<file path="config.mk">
export PLATFORM = sky130hd
export DESIGN_NAME = sa_ram_fifo_ctrl_32x256
export DESIGN_NICKNAME = d
export VERILOG_FILES = /design/src/rtl/sa_ram_fifo_ctrl_32x256.sv
export SDC_FILE = /design/constraint.sdc
export NUM_CORES = 1
export LEC_CHECK = 0
export CORE_AREA = 3 3 403 405
export DETAILED_ROUTE_END_ITERATION = 12
export DIE_AREA = 0 0 406 408
export SLEW_MARGIN = 20
export SYNTH_ARGS = -nofsm -noshare
export SYNTH_HDL_FRONTEND = slang
export SYNTH_SLANG_ARGS = --single-unit
export TNS_END_PERCENT = 30
</file>
<file path="constraint.sdc">
create_clock -name clk -period 13.5 [get_ports clk]
set_clock_uncertainty 0.05 [all_clocks]
set_input_delay 1.35 -clock clk [delete_from_list [all_inputs] [get_ports clk]]
set_output_delay 1.35 -clock clk [all_outputs]
set_load 0.01 [all_outputs]
</file>
<file path="src/rtl/sa_ram_fifo_ctrl_32x256.sv">
// FIFO controller fronting a 32-entry single-port-per-direction RAM with a
// one-cycle read latency. A two-entry staging queue hides that latency, so
// the output side sustains one word per cycle. Total capacity is 34 words:
// 32 in RAM and 2 in staging, counting the word in flight out of the RAM.
module sa_ram_fifo_ctrl_32x256 #(
  parameter int DATA_W = 256
) (
  input  logic              clk,
  input  logic              reset_,
  input  logic              wr_pvld,
  output logic              wr_prdy,
  input  logic [DATA_W-1:0] wr_pd,
  output logic              rd_pvld,
  input  logic              rd_prdy,
  output logic [DATA_W-1:0] rd_pd,
  output logic [4:0]        ram_wa,
  output logic              ram_we,
  output logic [DATA_W-1:0] ram_di,
  output logic [4:0]        ram_ra,
  output logic              ram_re,
  input  logic [DATA_W-1:0] ram_dout,
  output logic [5:0]        fifo_count,
  output logic              fifo_idle
);

  localparam logic [5:0] RAM_DEPTH = 6'd32;

  // Control state
  logic [5:0]        ram_cnt;
  logic [4:0]        wr_adr;
  logic [4:0]        rd_adr;
  logic              vld_p1;      // a RAM read was issued last cycle
  logic [1:0]        stage_cnt;

  // Staging data; entry 0 is always the head presented on rd_pd
  logic [DATA_W-1:0] stage_pd_p2 [2];

  logic              wr_accept;
  logic              pop;
  logic [2:0]        stage_occ;
  logic [1:0]        push_slot;

  // Write side: ready depends only on registered RAM occupancy
  assign wr_prdy   = (ram_cnt != RAM_DEPTH);
  assign wr_accept = wr_pvld & wr_prdy & reset_;
  assign ram_we    = wr_accept;
  assign ram_wa    = wr_adr;
  assign ram_di    = wr_pd;

  // Read side: only issue a RAM read when the staging queue is sure to have
  // room for the returning word after this cycle's pop
  assign pop       = rd_pvld & rd_prdy;
  assign stage_occ = {1'b0, stage_cnt} + {2'b0, vld_p1} - {2'b0, pop};
  assign ram_re    = (ram_cnt != 6'd0) & (stage_occ < 3'd2);
  assign ram_ra    = rd_adr;

  // The returning word lands behind whatever survives this cycle's pop
  assign push_slot = stage_cnt - {1'b0, pop};

  assign rd_pvld    = (stage_cnt != 2'd0);
  assign rd_pd      = stage_pd_p2[0];
  assign fifo_count = ram_cnt + {5'b0, vld_p1} + {4'b0, stage_cnt};
  assign fifo_idle  = (fifo_count == 6'd0);

  // Occupancy counters, addresses and the in-flight flag
  always_ff @(posedge clk or negedge reset_) begin
    if (!reset_) begin
      ram_cnt   <= 6'd0;
      wr_adr    <= 5'd0;
      rd_adr    <= 5'd0;
      vld_p1    <= 1'b0;
      stage_cnt <= 2'd0;
    end else begin
      ram_cnt   <= ram_cnt + {5'b0, wr_accept} - {5'b0, ram_re};
      if (wr_accept) wr_adr <= wr_adr + 5'd1;
      if (ram_re)    rd_adr <= rd_adr + 5'd1;
      vld_p1    <= ram_re;
      stage_cnt <= stage_cnt + {1'b0, vld_p1} - {1'b0, pop};
    end
  end

  // ---- stage p2: staging queue shift on pop, fill from RAM on return ----
  // The push is written after the shift so it wins when both target entry 0.
  // ram_dout is sampled at the same edge a colliding RAM write lands, so it
  // still carries the word being read.
  always_ff @(posedge clk) begin
    if (pop)    stage_pd_p2[0] <= stage_pd_p2[1];
    if (vld_p1) stage_pd_p2[push_slot[0]] <= ram_dout;
  end

endmodule

</file>
==> summary.md <==
| Metric | Value |
|---|---|
| Status | `complete, no violations` |
| # fillers | `17.0k` |
| Start point of the critical path | `rd_prdy` |
| Setup CP Type | `in2out` |
| Via/cell ratio | `3.10` |
| Final wirelength | `82.2 mm` |
| I/O pin count | `1049` |
| Number of global-route vias before repair | `11.7k` |
| Arr. time, crit path | `4.53 ns` |
| Slowest cell on the critical path | `clkdlybuf4s50_1` |
| DIE AREA | `166000 µm²` |
| Post-DP HPWL | `64.7 mm` |
| Core ar. | `159000 µm²` |
| Max incr delay on CP | `0.65 ns` |
| H-tree levels | `3` |
| Unrepaired setup endpoints after global routing | `false` |
| Die width | `406 µm` |
| Mapped Nets | `1703` |
| First-pass GRT wire length | `108 mm` |
| Port bufs | `536` |
| Asr flop ratio synth | `0.0358` |
| Post-synth cell types | `28` |
| Synth warn | `0` |
| Achievable clock frequency | `0.169 GHz` |
| CTS tree | `done` |
| Global route overflow | `0` |
| Clk Latency, worst-skew pair | `0.64 ns` |
| # setup viols final | `0` |
| Mapped Area | `21500 µm²` |
| Hold Buf Count CTS | `0` |
| DRC viols | `0` |
| Ys flop type | `edfxtp_1` |
| Syn_area_per_cell | `18.5 µm²` |
| # Post-CTS Setup Buffers | `0` |
| Critical Path Source Type | `primary input` |
| Reg clk slew, reported paths | `0.05 ns` |
| Sink count of the clock tree | `531` |
| Register bit total from synthesis | `531` |
| Pin count of the biggest net entering global routing | `72` |
| Top delay family on crit path | `buffers and inverters` |
| Hold path startpoint | `ram_wa[4]` |
| Seq/Total Area, Yosys | `0.736` |
| Rows | `146` |
| P_leak | `9.73 nW` |
| Clock Path Buffers | `3` |
| Final min period | `5.93 ns` |
| Antenna-violating nets left | `0` |
| CTS Buf Count | `66` |
| Syn Inst Count | `1167` |
| Die Y | `408 µm` |
| Critical-path cell list | `clkdlybuf4s50_1 -> and2_1 -> ha_1 -> inv_1 -> ha_1 -> inv_1 -> fa_1 -> xor2_1 -> a311oi_4 -> clkdlybuf4s50_1` |
| Relative slew slack | `0.335` |
| EDFF count, synth | `512` |
| Gp weighted congestion | `0.990` |
| Layout cell share with drive strength beyond 1 | `0.241` |
| DR pass1 iterations | `4` |
| Bufs and invs on worst path | `4` |
| Max Cap Viol | `0` |
| CP Data Required Time | `12.10 ns` |
| Layout net count | `2036` |
| PD cells | `228 nW/µm²` |
| R2R setup slack | `9.25 ns` |
| Initial Utilization | `0.136` |
| CTS Root Cell | `clkbuf_16` |
| Wire per inst | `22.6 µm` |
| Final Max Slew Viols | `0` |
| Fin. Hold Viols | `0` |
| CP Max Fanout | `8` |
| Setup crit end kind | `output pin` |
| Min-delay worst type | `reg2reg` |
| All-layer global routing usage | `0.0953` |
| Via count | `11.3k` |
| Initial antenna violation count | `23` |
| Setup TNS | `0 ns` |
| Tcrit/Tclk final | `0.439` |
| Slew @ Worst Pin | `0.998 ns` |
| Iteration-0 DRC Markers | `644` |
| Total power | `6.77 mW` |
| CTS resizes | `0` |
| RR Startpoint | `stage_cnt[1]` |
| VDD IR max | `0.144 mV` |
| Area Overhead vs Synth | `38.1%` |
-- cells in the mapped netlist, types with 2 or more instances --
master | count | share of area
a21oi_1 | 3 | 0.00070
a31oi_1 | 2 | 0.00058
buf_2 | 28 | 0.0065
buf_4 | 256 | 0.089
dfrtp_1 | 19 | 0.022
edfxtp_1 | 512 | 0.71
fa_1 | 4 | 0.0037
ha_1 | 16 | 0.0093
inv_1 | 21 | 0.0037
mux2_2 | 258 | 0.13
nand2_1 | 5 | 0.00087
nand4_1 | 4 | 0.0012
nor2_1 | 6 | 0.0010
nor2b_1 | 2 | 0.00058
xnor2_1 | 11 | 0.0045
xor2_1 | 8 | 0.0033
-- power by group --
part / switching, mW / leakage (nW) / internal [mW]
logic: 1.13 / 3.63 / 1.09
registers: 0.188 / 5.06 / 2.60
clock network: 0.765 / 1.04 / 0.993
-- path summary, 6_finish.rpt --
path / to / cells past startpoint
setup / recovery: ram_re / 10
setup reg to reg: ram_cnt[4] / 19
hold / removal: ram_wa[4] / 1
max in group asynchronous: ram_ra[4] / 1
min in group asynchronous: stage_cnt[0] / 1
hold reg to reg: ram_wa[4] / 1
-- per-stage QoR --
stage	cell area, µm²	std cells	util	hold WS, ns	worst slack (ns)
final	29700	3630	0.187	0.433	7.57
after detailed placement	27600	3504	0.174	0.422	7.46
after floorplan	21500	1167	-	0.450	0.180
after global routing	29700	3624	0.187	0.447	7.34
after global placement	27600	3504	0.174	0.418	7.44
after CTS	29700	3624	0.187	0.437	7.44
-- flip-flops by register name, summed over array words and instances, names as in the netlist --
name         cells
ram_cnt          6
stage_pd_p2    512
vld_p1           1
stage_cnt        2
ram_wa           5
ram_ra           5
-- layout make-up --
cell class,instances,area [µm²],share of cell area
Clock buffer,80,1720,0.0580
Multi-Input combinational cell,331,3580,0.120
Clock inverter,40,444,0.0149
Timing Repair Buffer,549,5460,0.184
Inverter,21,78.8,0.00265
Antenna cell,6,15.0,0.000505
Sequential cell,531,15900,0.533
Tap cell,2072,2590,0.0872
-- routing by layer --
layer | vias to the layer above | global-route usage | wire, µm
li1 | 4789 | - | -
met1 | 5486 | 0.0873 | 25400
met3 | 163 | 0.0638 | 12700
met4 | 22 | 0.0347 | 2750
met5 | - | 0 | 147
met2 | 798 | 0.166 | 41200
-- cells by family (layout without fill, tap and decap cells) --
kind of cell	after synthesis	in the layout	share of synthesized area
flops	531	531	0.736
buf+inv	305	690	0.0994
mux	259	259	0.135
simple gates	22	22	0.00499
fa+ha+maj	20	20	0.0130
xor+xnor	19	19	0.00772
compound gates	11	11	0.00401
other cells	0	6	0
-- worst reg2reg max path, cell delays in order, from the launching register on --
cell and delay [ns]:
dfrtp_1 0.45, inv_1 0.15, nand2_1 0.10, and2_1 0.18, ha_1 0.36, inv_1 0.09, ha_1 0.14, inv_1 0.05
fa_1 0.37, xor2_1 0.18, a311oi_4 0.53, ha_1 0.32, inv_1 0.05, ha_1 0.17, inv_1 0.07, fa_1 0.40
inv_1 0.08, a21oi_1 0.06, o21ai_0 0.19, xor2_1 0.18
-- cells in the final DEF (no fill, tap or decap), types with 5 or more instances in the layout --
cell             Yosys  final
clkbuf_16            0     66
edfxtp_1           512    512
mux2_2             258    258
clkinv_1             0      9
inv_1               21     21
clkbuf_1             0     12
clkdlybuf4s50_1      0    536
ha_1                16     16
buf_4              256     13
xnor2_1             11     11
nor2_1               6      5
diode_2              0      6
xor2_1               8      8
dfrtp_1             19     19
clkinv_2             0      8
No activity file was read; power rests on OpenSTA's default activity.
